$ cat src/rtl/pwl_inverse.sv
// Inverse piecewise-linear lookup: given an ordinate q, return the abscissa x
// such that the loaded breakpoint curve passes through (x, q). Interior points
// are interpolated with a multiply followed by a 16-step restoring divide.
//
// state  | meaning
// -------+---------------------------------------------------------------
// LOAD   | accepting breakpoint pairs, index cnt
// IDLE   | table valid, waiting for a query (or tbl_clr)
// SEARCH | locate query against table, resolve clamps and exact hits
// MUL    | form dq*dx and seed the divider
// DIV    | one quotient bit per cycle, MSB first, 16 cycles
// OUT    | result held until r_ready
module pwl_inverse #(
  parameter int NPTS = 4,
  parameter int FRAC = 8
) (
  input  logic        clk,
  input  logic        rst,
  input  logic        load_valid,
  output logic        load_ready,
  input  logic [15:0] load_x,
  input  logic [15:0] load_v,
  input  logic        tbl_clr,
  output logic        tbl_err,
  input  logic        q_valid,
  output logic        q_ready,
  input  logic [15:0] q_v,
  output logic        r_valid,
  input  logic        r_ready,
  output logic [15:0] r_x,
  output logic        r_err
);

  localparam int CW = $clog2(NPTS);

  // Format is only informational; reject nonsense parameterisations early.
  if (NPTS < 2 || NPTS > 8 || FRAC < 0 || FRAC > 16) begin : g_param_chk
    $error("pwl_inverse: illegal NPTS/FRAC");
  end

  typedef enum logic [2:0] {
    S_LOAD, S_IDLE, S_SEARCH, S_MUL, S_DIV, S_OUT
  } state_t;

  state_t          state_q;
  logic [CW-1:0]   cnt_q;
  logic [15:0]     x_q [NPTS];
  logic [15:0]     v_q [NPTS];
  logic [15:0]     q_q;
  logic            tbl_err_q;
  logic [15:0]     r_x_q;
  logic            r_err_q;
  logic [15:0]     xi_q, dx_q, dv_q, dq_q;
  logic [15:0]     rem_q, sh_q, quo_q;
  logic [3:0]      step_q;

  logic            err_d;
  logic [15:0]     chk_x [NPTS];
  logic [15:0]     chk_v [NPTS];
  logic            hit_eq;
  logic [CW-1:0]   eq_idx, seg_idx;
  logic [31:0]     prod;
  logic [16:0]     div_t;
  logic            div_ge;
  logic [15:0]     div_rem;
  logic [15:0]     quo_nxt;

  assign load_ready = (state_q == S_LOAD);
  assign q_ready    = (state_q == S_IDLE);
  assign r_valid    = (state_q == S_OUT);
  assign tbl_err    = tbl_err_q;
  assign r_x        = r_x_q;
  assign r_err      = r_err_q;

  // Monotonicity check over the table as it will look once the final pair lands.
  always_comb begin
    err_d = 1'b0;
    for (int k = 0; k < NPTS; k++) begin
      chk_x[k] = x_q[k];
      chk_v[k] = v_q[k];
    end
    chk_x[NPTS-1] = load_x;
    chk_v[NPTS-1] = load_v;
    for (int k = 0; k < NPTS - 1; k++) begin
      if (chk_x[k+1] <= chk_x[k] || chk_v[k+1] <= chk_v[k]) err_d = 1'b1;
    end
  end

  // Exact-hit and bracketing-segment search against the latched query.
  always_comb begin
    hit_eq  = 1'b0;
    eq_idx  = '0;
    seg_idx = '0;
    for (int k = 0; k < NPTS; k++) begin
      if (!hit_eq && q_q == v_q[k]) begin
        hit_eq = 1'b1;
        eq_idx = CW'(k);
      end
    end
    for (int k = 0; k < NPTS - 1; k++) begin
      if (q_q > v_q[k] && q_q < v_q[k+1]) seg_idx = CW'(k);
    end
  end

  // Product and one restoring-divide step; the remainder stays below dv.
  always_comb begin
    prod    = 32'(dq_q) * 32'(dx_q);
    div_t   = {rem_q, sh_q[15]};
    div_ge  = (div_t >= {1'b0, dv_q});
    div_rem = div_ge ? 16'(div_t - {1'b0, dv_q}) : div_t[15:0];
    quo_nxt = {quo_q[14:0], div_ge};
  end

  // Control FSM, table storage and registered result.
  always_ff @(posedge clk) begin
    if (!rst) begin
      state_q   <= S_LOAD;
      cnt_q     <= '0;
      tbl_err_q <= 1'b0;
      r_x_q     <= '0;
      r_err_q   <= 1'b0;
    end else begin
      case (state_q)
        S_LOAD: begin
          if (load_valid) begin
            x_q[cnt_q] <= load_x;
            v_q[cnt_q] <= load_v;
            if (cnt_q == CW'(NPTS - 1)) begin
              cnt_q     <= '0;
              tbl_err_q <= err_d;
              state_q   <= S_IDLE;
            end else begin
              cnt_q <= cnt_q + 1'b1;
            end
          end
        end
        S_IDLE: begin
          if (q_valid) begin
            q_q     <= q_v;
            state_q <= S_SEARCH;
          end else if (tbl_clr) begin
            cnt_q     <= '0;
            tbl_err_q <= 1'b0;
            state_q   <= S_LOAD;
          end
        end
        S_SEARCH: begin
          if (tbl_err_q) begin
            r_x_q   <= '0;
            r_err_q <= 1'b1;
            state_q <= S_OUT;
          end else if (q_q < v_q[0]) begin
            r_x_q   <= x_q[0];
            r_err_q <= 1'b1;
            state_q <= S_OUT;
          end else if (q_q > v_q[NPTS-1]) begin
            r_x_q   <= x_q[NPTS-1];
            r_err_q <= 1'b1;
            state_q <= S_OUT;
          end else if (hit_eq) begin
            r_x_q   <= x_q[eq_idx];
            r_err_q <= 1'b0;
            state_q <= S_OUT;
          end else begin
            xi_q    <= x_q[seg_idx];
            dx_q    <= x_q[seg_idx + 1'b1] - x_q[seg_idx];
            dv_q    <= v_q[seg_idx + 1'b1] - v_q[seg_idx];
            dq_q    <= q_q - v_q[seg_idx];
            state_q <= S_MUL;
          end
        end
        S_MUL: begin
          // dq < dv guarantees the upper half is already a valid remainder.
          rem_q   <= prod[31:16];
          sh_q    <= prod[15:0];
          quo_q   <= '0;
          step_q  <= 4'd15;
          state_q <= S_DIV;
        end
        S_DIV: begin
          rem_q <= div_rem;
          sh_q  <= {sh_q[14:0], 1'b0};
          quo_q <= quo_nxt;
          if (step_q == 4'd0) begin
            r_x_q   <= xi_q + quo_nxt;
            r_err_q <= 1'b0;
            state_q <= S_OUT;
          end else begin
            step_q <= step_q - 1'b1;
          end
        end
        S_OUT: begin
          if (r_ready) state_q <= S_IDLE;
        end
        default: state_q <= S_LOAD;
      endcase
    end
  end

endmodule

$ cat config.mk
export PLATFORM = sky130hd
export DESIGN_NAME = pwl_inverse
export DESIGN_NICKNAME = d
export VERILOG_FILES = /design/src/rtl/pwl_inverse.sv
export SDC_FILE = /design/constraint.sdc
export NUM_CORES = 1
export LEC_CHECK = 0
export ABC_AREA = 1
export ABC_CLOCK_PERIOD_IN_PS = 8400
export BUFFER_PORTS_ARGS = -buffer_cell sky130_fd_sc_hd__buf_2
export CORE_MARGIN = 1
export CORE_UTILIZATION = 46
export CTS_BUF_LIST = sky130_fd_sc_hd__clkbuf_4 sky130_fd_sc_hd__clkbuf_8
export DETAILED_ROUTE_END_ITERATION = 8
export GPL_ROUTABILITY_DRIVEN = 0
export HOLD_SLACK_MARGIN = 0.15
export PLACE_DENSITY_LB_ADDON = 0.25
export SYNTH_ARGS = -nofsm -noshare
export SYNTH_HDL_FRONTEND = slang
export SYNTH_SLANG_ARGS = --single-unit
$ cat constraint.sdc
create_clock -name clk -period 8.4 [get_ports clk]
set_clock_uncertainty 0.05 [all_clocks]
set_input_delay 1.68 -clock clk [delete_from_list [all_inputs] [get_ports clk]]
set_output_delay 1.68 -clock clk [all_outputs]
set_load 0.05 [all_outputs]
# After elaboration in Yosys (flattened, before gate mapping)
# Memories as Yosys holds them, arrays and structs flattened.
# Index checks and enable logic that the tools add are counted.
[classes]
n_eq_ne = 19
n_mux = 55
n_addsub = 8
magnitude_cmp = 13
multipliers = 1
bitwise_logic = 4
reduce_logical = 24
[ops]
columns = ["cell", "n"]
rows = [
  ["$le A16 B16 Y1", 6],
  ["$mux W16", 6],
  ["$pmux W16 S2", 3],
  ["$eq A16 B16 Y1", 4],
  ["$sub A16 B16 Y16", 4],
  ["$gt A16 B16 Y1", 3],
  ["$lt A16 B16 Y1", 3],
  ["$mul A16 B16 Y32", 1],
  ["$mux W3", 10],
  ["$pmux W15 S2", 1],
  ["$mux W1", 22],
  ["$pmux W3 S6", 1],
  ["$ge A17 B16 Y1", 1],
  ["$add A16 B16 Y16", 1],
  ["$mux W2", 7],
  ["$ne A2 B2 Y1 const B", 5],
  ["$reduce_and A5 Y1", 2],
  ["$reduce_and A3 Y1", 3],
  ["$pmux W4 S2", 1],
  ["$eq A3 B2 Y1 const B", 2],
  ["$eq A3 B3 Y1 const B", 2],
  ["$reduce_and A6 Y1", 1],
  ["$reduce_bool A2 Y1", 3],
  ["$logic_and A1 B1 Y1", 5],
  ["17 further kinds", 27],
]
[totals]
n_memories = 2
register_bits = 154
in_bits = 54
ramBits = 128
elab_cells = 140
out_inout_bits = 21
[mem_list]
columns = ["name", "depth", "width", "read_ports", "rd_ports_with_merged_regs", "wr", "line", "text"]
rows = [
  ["v_q", 4, 16, 6, 0, 1, "48", "logic [15:0] v_q [NPTS];"],
  ["x_q", 4, 16, 7, 0, 1, "47", "logic [15:0] x_q [NPTS];"],
]

# Longest topological paths before layout
# Gate-level depths: netlist of run 1.
# An unclocked memory read counts as a cell.
[logic_depth]
depth_word = 18
ltp_mapped = 30
ltp_nobuf = 29

# Worst setup path after synthesis of run 1
# Ideal clock, no wire load.
[synth_timing]
kind = "reg-to-reg"
start = "reg dq_q[5]"
end = "reg rem_q[5] (data pin)"
path_buffers = 2
period_less_slack_ns = 5.831
setup_ns = 0.256
path_stages_with_launch = 26
slack_ns = 2.569
arrival_time_ns = 5.525
cell_sequence = "edfxtp_1 > clkbuf_1 > clkbuf_1 > nand2_1 > fa_1 > inv_1 > fa_1 > inv_1 > fa_1 > inv_1 > fa_1 > fa_1 > inv_1 > fa_1 > inv_1 > ha_1 > a21o_1 > nand2_1 > o211ai_1 > a21oi_1 > inv_1 > nand2_1 > nand2_1 > or2_2 > nand3_1 > nand2_1"
[synth_via]
elab_chain_cells = 2
[synth_rtl]
columns = ["element", "line", "text"]
rows = [
  ["from (decl)", "53", "logic [15:0] xi_q, dx_q, dv_q, dq_q;"],
  ["from (signal assigned)", "168", "dq_q <= q_q - v_q[seg_idx];"],
  ["$mul A16 B16 Y32", "107", "prod = 32'(dq_q) * 32'(dx_q);"],
  ["$pmux W16 S2", "123", "case (state_q)"],
  ["to (signal assigned)", "174", "rem_q <= prod[31:16];"],
  ["to (signal assigned)", "181", "rem_q <= div_rem;"],
  ["to (decl)", "54", "logic [15:0] rem_q, sh_q, quo_q;"],
]
# Every way passes these cells.
# A chain may end at the register's enable or synchronous reset.

# Final worst setup path of run 1
[layout_timing]
start = "reg dq_q[8]"
end = "reg rem_q[6] (data pin)"
# The elaborated chain is that of the path after synthesis.

==> results of run 1 <==
-- worst max-delay path by stage --
| stage | start | endpoint | slack (ns) | cells after the start |
|---|---|---|---|---|
| 2_1_floorplan | dq_q[5] | rem_q[5] | 2.57 | 25 |
| 5_1_grt | dq_q[7] | rem_q[13] | 1.65 | 21 |
| 3_3_place_gp | dq_q[9] | rem_q[3] | 2.14 | 19 |
| 3_5_place_dp | dq_q[8] | rem_q[6] | 2.10 | 19 |
| 4_1_cts | dq_q[8] | rem_q[6] | 2.06 | 19 |
| 6_report | dq_q[8] | rem_q[6] | 1.98 | 19 |
-- per-layer routing --
metal	vias up	wire, um
li1	11300	-
met1	11000	34400
met2	846	34500
met3	182	5420
met4	6	2690
met5	-	47
-- per-stage QoR --
stage / cell area [um2] / utilization (%) / worst slack, ns
CTS: 30500 / 50.1 / 2.06
finish: 30500 / 50.1 / 1.98
global placement: 29500 / 48.5 / 2.14
detailed placement: 29500 / 48.5 / 2.10
floorplan: 28500 / - / 2.57
global route: 30500 / 50.1 / 1.65
-- critical path, stage by stage, from the launching register on --
cell                       delay [ns]
sky130_fd_sc_hd__edfxtp_1        0.88
sky130_fd_sc_hd__nand2_1         0.17
sky130_fd_sc_hd__fa_1            0.55
sky130_fd_sc_hd__fa_1            0.52
sky130_fd_sc_hd__inv_1           0.05
sky130_fd_sc_hd__fa_1            0.47
sky130_fd_sc_hd__fa_1            0.53
sky130_fd_sc_hd__fa_1            0.58
sky130_fd_sc_hd__inv_1           0.06
sky130_fd_sc_hd__fa_1            0.55
sky130_fd_sc_hd__inv_1           0.05
sky130_fd_sc_hd__ha_1            0.39
sky130_fd_sc_hd__a21o_1          0.22
sky130_fd_sc_hd__a31oi_1         0.21
sky130_fd_sc_hd__o21ai_0         0.18
sky130_fd_sc_hd__a21oi_1         0.27
sky130_fd_sc_hd__o21ai_0         0.15
sky130_fd_sc_hd__xor2_1          0.16
sky130_fd_sc_hd__nand2_1         0.08
sky130_fd_sc_hd__nand2_1         0.05
-- logic make-up (layout without fill, tap and decap cells) --
| kind of cell | count (synthesis) | in the layout | synth area share, % |
|---|---|---|---|
| AOI/OAI and AO/OA | 577 | 577 | 11.3 |
| xor gates and xnor gates | 66 | 66 | 2.03 |
| adders and majority gates | 544 | 544 | 29.1 |
| buffers and inverters | 831 | 886 | 11.2 |
| DFF | 282 | 282 | 28.9 |
| other | 0 | 1 | 0 |
| and+or+nand+nor | 1206 | 1206 | 17.6 |
-- where the power goes --
group          total, uW  internal (uW)  leakage, uW  switching (uW)
logic               3120           1040       0.0125            2080
registers           1850           1770      0.00253            82.3
clock network       1260            656     0.000508             604
-- registers in the layout, indices dropped and copies added, names as in the netlist --
name,flops
cnt_q,2
v_q,64
q_q,16
r_err,1
xi_q,16
quo_q,15
dv_q,16
step_q,4
dx_q,16
rem_q,16
r_x,16
tbl_err,1
dq_q,16
x_q,64
sh_q,16
state_q,3
-- synth_stat cells, types with 2 or more instances --
library cell | number | area share [%]
sky130_fd_sc_hd__nand2_1 | 814 | 11
sky130_fd_sc_hd__inv_1 | 702 | 9.2
sky130_fd_sc_hd__ha_1 | 345 | 15
sky130_fd_sc_hd__a21oi_1 | 311 | 5.5
sky130_fd_sc_hd__edfxtp_1 | 259 | 27
sky130_fd_sc_hd__fa_1 | 199 | 14
sky130_fd_sc_hd__nor2_1 | 160 | 2.1
sky130_fd_sc_hd__nand3_1 | 138 | 2.4
sky130_fd_sc_hd__o21ai_0 | 125 | 2.2
sky130_fd_sc_hd__clkbuf_1 | 84 | 1.1
sky130_fd_sc_hd__xor2_1 | 40 | 1.2
sky130_fd_sc_hd__buf_2 | 30 | 0.53
sky130_fd_sc_hd__o22ai_1 | 29 | 0.64
sky130_fd_sc_hd__nand4_1 | 26 | 0.57
sky130_fd_sc_hd__xnor2_1 | 26 | 0.80
sky130_fd_sc_hd__dfxtp_1 | 23 | 1.6
sky130_fd_sc_hd__a31oi_1 | 20 | 0.44
sky130_fd_sc_hd__nor3_1 | 17 | 0.30
sky130_fd_sc_hd__a21o_1 | 14 | 0.37
sky130_fd_sc_hd__o211ai_1 | 14 | 0.37
sky130_fd_sc_hd__a211oi_1 | 11 | 0.29
sky130_fd_sc_hd__nand3b_1 | 10 | 0.26
sky130_fd_sc_hd__o21a_1 | 10 | 0.26
sky130_fd_sc_hd__o21ai_1 | 10 | 0.18
sky130_fd_sc_hd__o211ai_2 | 7 | 0.31
sky130_fd_sc_hd__or2_2 | 7 | 0.15
sky130_fd_sc_hd__nor4_1 | 6 | 0.13
sky130_fd_sc_hd__o31ai_1 | 6 | 0.16
sky130_fd_sc_hd__a21boi_0 | 5 | 0.13
sky130_fd_sc_hd__inv_2 | 5 | 0.066
sky130_fd_sc_hd__nand2_2 | 5 | 0.11
sky130_fd_sc_hd__nor3_2 | 5 | 0.18
sky130_fd_sc_hd__o21bai_1 | 5 | 0.13
sky130_fd_sc_hd__a221oi_1 | 3 | 0.092
sky130_fd_sc_hd__buf_1 | 3 | 0.039
sky130_fd_sc_hd__buf_4 | 3 | 0.079
sky130_fd_sc_hd__buf_6 | 3 | 0.12
sky130_fd_sc_hd__nand2_4 | 3 | 0.12
sky130_fd_sc_hd__nand3_2 | 3 | 0.11
sky130_fd_sc_hd__nor2_2 | 3 | 0.066
sky130_fd_sc_hd__and2_1 | 2 | 0.044
sky130_fd_sc_hd__nor2_4 | 2 | 0.079
-- final cells by class --
type | count | area (um2)
Fill cell | 5940 | 30300
Clock buffer | 73 | 861
Sequential cell | 282 | 8240
Inverter | 707 | 2650
Tap cell | 782 | 978
Antenna cell | 1 | 2.50
Timing Repair Buffer | 89 | 483
Multi-Input combinational cell | 2393 | 17200
Clock inverter | 17 | 85.1
==> results by stage, run 1 <==
Worst setup path:
- The worst register-to-register path has a setup slack of 1.98 ns.
- The reg-to-reg critical path endpoint is rem_q[6].
- The worst setup path is launched from a flip-flop.
- Of all nets on the critical path, the largest fanout is 16.
- The path depth of the worst reg2reg path is 19.
- The arrival time of data at the critical path endpoint is between 6 and 7 ns.
- The startpoint identified for the worst register-to-register timing path is dq_q[8].
- The path type of the worst setup path is reg -> reg.
- STA puts the critical path data required time at approximately 8.7 ns.
- STA classifies the critical path endpoint as a flip-flop.

Logic synthesis:
- In the synthesized netlist the async set-or-reset flop fraction comes to 0%.
- When the netlist entered floorplanning its net count stood at ~4100.
- The number of warnings issued by yosys is 0.
- The share of the Yosys chip area taken by registers is between 20% and 30%.
- The post-synthesis instance area is between 0.02 and 0.03 mm2.
- The post-synthesis cell count is about 3500.
- The flip-flop and latch count after synthesis is around 280.
- Counting flops with a built-in enable in the synthesized netlist gives between 200 and 300.
- The most common flop cell mapped by yosys is sky130_fd_sc_hd__edfxtp_1.
- In this run, distinct cell masters in the synthesized netlist total 55.
- Averaged over all synthesized cells, the footprint is 8.14 um2.

Drt:
- The average detailed-routed wire length per instance is about 18 um.
- For this run, the detailed router's first-pass iteration total came to 5.
- For this run, design rule violations remaining after detail routing come to 0.
- The via count is roughly 23000.
- The first routing iteration left 1833 violations.
- The post-detailed-routing wire length is around 77 mm.
- Using the TritonRoute via totals, the vias-per-cell ratio works out to about 5.4.
- The remaining antenna violation count after routing is 0.

Worst hold path:
- The worst hold path passes through 2 cells.
- The worst hold path class is reg -> reg.
- The end of the worst hold path is r_err.
- The startpoint identified for the worst hold timing path is r_err.

Timing:
- The worst path in the final design needs a cycle of between 6 and 7 ns, including I/O delays and setup.
- Setup repair after global routing left no endpoint under its margin.
- The total count of max-transition violations in the final report is 0.
- The transition time at the pin with the least slew margin is 1.10 ns.
- The maximum operating frequency is approximately 160 MHz.
- The total of endpoints with negative setup slack in the final report is 0.
- Headroom to the max-slew limit came out at a little over a quarter.
- The setup TNS is 0 ns.
- On the final layout, the worst hold slack is 0.453 ns.
- The final count of hold timing violations is 0.
- Of the available clock period, the critical path in the final layout requires between 70 and 80%.

Clock tree:
- Once the clock tree was built, the setup fixing pass inserted 0 buffers.
- TritonCTS built the clock tree.
- The library cell used as clock root buffer is sky130_fd_sc_hd__clkbuf_8.
- Clock-pin slew was measured on the worst setup and hold paths at roughly 0.06 ns.
- The TritonCTS buffer count is 50.
- The count of hold buffers inserted by post-cts repair is 0.
- The number of resized instances in the post-cts repair step is 0.
- For the worst-skew pair, the clock arrives at the later sink with an insertion delay of about 0.64 ns.
- The level count of the clock H-tree is 2.
- The clock passes through at most 3 buffers.
- The sink count of the clock tree is 282.

Pwr:
- The worst-case IR drop observed on VDD is 0.161 mV.
- Total power for the finished layout comes to 6240 uW.
- Power spread over the standard cell area amounts to 205 mW/mm2.
- The leakage power figure is around 0.015 uW.

Job:
- The max capacitance violation total is 0.

Placed design:
- The estimated wirelength of the detail-placed design is 59.7 mm.
- Input and output buffers added on the ports amount to 74.
- The total instance count after detailed placement is 4253.

Cells and area:
- In the layout the commonest cells are sky130_fd_sc_hd__nand2_1 (814), sky130_fd_sc_hd__inv_1 (701), sky130_fd_sc_hd__ha_1 (345).
- The area growth from synthesis to layout is 6.73%.
- The share of cells above drive strength 1 is 6.35%.
- The final net count is 4121.
- For this run, the number of standard cells in the final layout without fillers is roughly 4300.
- The library cell used most frequently in the layout, excluding fill and tap cells, is sky130_fd_sc_hd__nand2_1.

GRT:
- The maximum number of pins on one net before global-route repair is 65.
- The via count of the first global-routing pass is approximately 23000.
- The initial antenna violation count came to 4.
- The met1 track utilization from global routing is approximately 35%.
- The layer flagged by global routing as most heavily used is met2.
- The overall fraction of global-route tracks in use is about a quarter.
- Summed over all layers, the global routing overflow is 0.
- In the global route stage, met3 resource usage came out at between 3 and 4%.
- For met2 alone, demand over resource in global routing was 39.3%.
- The first-pass GRT wire length is 123 mm.

Floorplan:
- The number of core rows is 90.
- The die covers 0.0630 mm2.
- The floorplan step set the die height to approximately 250 um.
- The area of the placeable core is 0.0608 mm2.
- During I/O placement, the number of pins put on the boundary was 75.
- The die is 251 um wide.
- The initial utilization of the core area, before any placement, comes to 46.9%.

Status:
- The flow ran to the end, and the final reports show no timing, DRC or antenna violations.
Power figures use the tool's default switching activity.
==> run 2, diff against run 1 <==
--- a/config.mk
+++ b/config.mk
@@ -6,7 +6,7 @@
 export NUM_CORES = 1
 export LEC_CHECK = 0
 export ABC_AREA = 1
-export ABC_CLOCK_PERIOD_IN_PS = 8400
+export ABC_CLOCK_PERIOD_IN_PS = 6000
 export BUFFER_PORTS_ARGS = -buffer_cell sky130_fd_sc_hd__buf_2
 export CORE_MARGIN = 1
 export CORE_UTILIZATION = 46
==> constraint.sdc (replaced) <==
create_clock -name clk -period 6 [get_ports clk]
set_clock_uncertainty 0.05 [all_clocks]
set_input_delay 1.2 -clock clk [delete_from_list [all_inputs] [get_ports clk]]
set_output_delay 1.2 -clock clk [all_outputs]
set_load 0.05 [all_outputs]
==> results by stage, run 2 (synthesized netlist as in run 1, its figures left out) <==
Clock tree:
- The clock transition time at the flip-flop clock pins of the worst setup and hold paths is 0.07 ns (was 0.06 ns).
- The TritonCTS buffer count is 50 (unchanged).
- The later-pin clock latency in the skew report was 0.65 ns (was 0.64 ns).
- The sink count of the clock tree is 282 (unchanged).
- The TritonCTS clock tree is built (unchanged).
- The buffer levels on the longest clock path is 3 (unchanged).
- The level count of the clock H-tree is 2 (unchanged).
- The library cell used as clock root buffer was sky130_fd_sc_hd__clkbuf_8 (unchanged).

Worst hold path:
- The worst hold path class is reg -> reg (unchanged).

Worst setup path:
- The launch point of the worst path is dx_q[6] (was dq_q[8]).
- The reg-to-reg critical path endpoint is rem_q[15] (was rem_q[6]).
- The end point of the critical path is rem_q[15] (was rem_q[6]).
- The path type of the worst setup path is reg -> reg (unchanged).
- The internal reg-to-reg setup slack is 0.12 ns (was 1.98 ns).
- The path depth of the worst reg2reg path was 23 (was 19).
- The arrival time of data at the critical path endpoint came to 6.18 ns (was 6.76 ns).
- The worst-path maximum fanout was 11 (was 16).
- The required time at the endpoint of the critical path is 6.30 ns (was 8.74 ns).
- The kind of start point of the critical path is a flip-flop (unchanged).
- The source of the worst register-to-register timing path is dx_q[6] (was dq_q[8]).
- The endpoint class of the critical path is a flip-flop (unchanged).

Placed design:
- The estimated wirelength of the detail-placed design is 60.9 mm (was 59.7 mm).
- The number of port buffers is 74 (unchanged).
- The placed cell area is 0.0302 mm2 (was 0.0295 mm2).
- The setup slack at placement is -0.0790 ns (was 2.10 ns).

Cells and area:
- The post-synthesis to final-layout area growth was 11.7% (was 6.73%).
- The total non-filler cell area in the finished layout is 0.0319 mm2 (was 0.0305 mm2).
- The share of cells above drive strength 1 is 10.6% (was 6.35%).
- Most frequent cells in the layout: sky130_fd_sc_hd__nand2_1 (805), sky130_fd_sc_hd__inv_1 (700), sky130_fd_sc_hd__ha_1 (332) (was sky130_fd_sc_hd__nand2_1 (814), sky130_fd_sc_hd__inv_1 (701), sky130_fd_sc_hd__ha_1 (345)).
- Largest registers: v_q (64), x_q (64) (unchanged).
- The final net count is 4240 (was 4121).
- The leading cell type in the layout, fill and taps excluded is sky130_fd_sc_hd__nand2_1 (unchanged).

Job:
- The max capacitance violation total is 0 (unchanged).

Floorplan:
- The area of the placeable core is 0.0608 mm2 (unchanged).
- The initial standard-cell utilization of the core is 46.9% (unchanged).
- The top-level port count came to 75 (unchanged).
- The width of the die came to 251 um (unchanged).
- The total die area is 0.0630 mm2 (unchanged).
- The number of core rows is 90 (unchanged).
- The vertical die dimension was 251 um (unchanged).

Timing:
- Setup repair after global routing missed its margin: yes (was no).
- The total count of max-transition violations in the final report is 0 (unchanged).
- The final critical-path required period is 5.88 ns (was 6.42 ns).
- The total of endpoints with negative setup slack in the final report was 0 (unchanged).
- The final count of hold timing violations is 0 (unchanged).
- The normalized max-slew margin is 37.3% (was 26.3%).
- The setup TNS was 0 ns (unchanged).
- The share of the clock period used by the worst path after layout came to 97.9% (was 76.4%).
- The final setup slack of the worst path is 0.124 ns (was 1.98 ns).
- The maximum operating frequency was 170 MHz (was 156 MHz).
- The transition time at the pin with the least slew margin is 0.940 ns (was 1.10 ns).

Drt:
- The violation count after the first detailed-route iteration is 1705 (was 1833).
- The via count is 23600 (was 23400).
- The post-detailed-routing wire length is 78.2 mm (was 77.1 mm).
- The remaining antenna violation count after routing came to 0 (unchanged).
- The detail-routed via count per cell came to 5.28 (was 5.38).
- The average detailed-routed wire length per instance is 17.5 um (was 17.7 um).
- The DRC violation count after routing is 0 (unchanged).
- The first-pass iteration count of the detailed router is 6 (was 5).

Status:
- Run status: finished, final reports clean (unchanged).

GRT:
- The total congestion overflow is 0 (unchanged).
- The maximum number of pins on one net before global-route repair was 65 (unchanged).
- The via count of the first global-routing pass was 23100 (was 22900).
- The first-pass GRT wire length is 124 mm (was 123 mm).
- The overall fraction of global-route tracks in use was 25.0% (was 24.9%).
- The initial antenna violation count came to 3 (was 4).

Pwr:
- The leakage power figure is 0.0162 uW (was 0.0155 uW).
- The worst voltage drop across the vdd grid is 0.216 mV (was 0.161 mV).
- The cell area power density is 297 mW/mm2 (was 205 mW/mm2).
- The total design power was 9470 uW (was 6240 uW).
==> run 2: changes by cell type in the layout (fill, tap and decap cells not counted), moves of 9 or more <==
| cell | delta |
|---|---|
| sky130_fd_sc_hd__buf_4 | +105 |
| sky130_fd_sc_hd__a21oi_1 | -13 |
| sky130_fd_sc_hd__a21oi_2 | +13 |
| sky130_fd_sc_hd__ha_1 | -13 |
| sky130_fd_sc_hd__clkbuf_4 | -12 |
| sky130_fd_sc_hd__ha_4 | +12 |
| sky130_fd_sc_hd__nand2_1 | -9 |
| sky130_fd_sc_hd__nand2_2 | +9 |
==> run 2: repair_timing <==
item	CTS	global route
hold buffers	0	0
gates resized for setup	5	66
endpoints found under the setup margin	8	17
setup buffers	13	31
pin swaps	0	25
==> run 2: worst min path at each step <==
stage	from	endpoint	slack, ns	cells after the start
finish	r_x[6]	r_x[6]	0.47	4
CTS	r_x[6]	r_x[6]	0.47	4
global route	r_err	r_err	0.51	2
detailed placement	r_x[6]	r_x[6]	0.46	4
global placement	r_err	r_err	0.45	2
floorplan	sh_q[0]	sh_q[1]	0.44	2
==> run 2: critical path: stages, from the launching register on <==
cell                       delay, ns
sky130_fd_sc_hd__edfxtp_1       0.41
sky130_fd_sc_hd__buf_12         0.17
sky130_fd_sc_hd__nand2_1        0.07
sky130_fd_sc_hd__inv_1          0.06
sky130_fd_sc_hd__fa_1           0.53
sky130_fd_sc_hd__inv_1          0.06
sky130_fd_sc_hd__fa_1           0.53
sky130_fd_sc_hd__inv_1          0.06
sky130_fd_sc_hd__fa_1           0.49
sky130_fd_sc_hd__fa_1           0.52
sky130_fd_sc_hd__fa_1           0.56
sky130_fd_sc_hd__inv_1          0.07
sky130_fd_sc_hd__fa_1           0.53
sky130_fd_sc_hd__inv_1          0.06
sky130_fd_sc_hd__ha_4           0.26
sky130_fd_sc_hd__a21oi_2        0.17
sky130_fd_sc_hd__o21ai_1        0.12
sky130_fd_sc_hd__a21oi_2        0.20
sky130_fd_sc_hd__nand3_4        0.12
sky130_fd_sc_hd__a21o_1         0.24
sky130_fd_sc_hd__nand2_2        0.08
sky130_fd_sc_hd__nand3_1        0.06
sky130_fd_sc_hd__nand2_1        0.07
sky130_fd_sc_hd__o21ai_0        0.07
==> run 2: layout make-up <==
type	count	area [um2]
fill	5778	28900
multi-input combinational	2393	17500
inverter	707	2650
timing repair buffer	208	1490
clock inverter	30	302
clock buffer	61	771
tap	782	978
antenna	1	2.50
sequential	282	8240
==> run 2: routing by layer <==
metal  share of wire [%]  vias up  global-route usage [%]
li1                    -    11600                       -
met1                  45    11100                    35.0
met2                  45      751                    40.0
met3                 6.7      146                    3.52
met4                 3.0        2                    7.67
met5               0.015        -                       0
==> run 2: per-stage QoR <==
| stage | cells | hold slack, ns | utilization [%] |
|---|---|---|---|
| after floorplan | 3506 | 0.444 | - |
| after global placement | 4328 | 0.453 | 49.6 |
| after detailed placement | 4328 | 0.456 | 49.6 |
| after CTS | 4432 | 0.468 | 51.5 |
| after global routing | 4464 | 0.508 | 52.4 |
| final | 4464 | 0.468 | 52.4 |
==> run 2: where the power goes <==
| group | internal, uW | leakage (uW) | total (uW) | switching [uW] |
|---|---|---|---|---|
| Sequential | 2480 | 0.00253 | 2580 | 104 |
| Clock | 1110 | 0.000548 | 1960 | 850 |
| Combinational | 1820 | 0.0131 | 4930 | 3120 |
| Total | 5410 | 0.0162 | 9470 | 4070 |
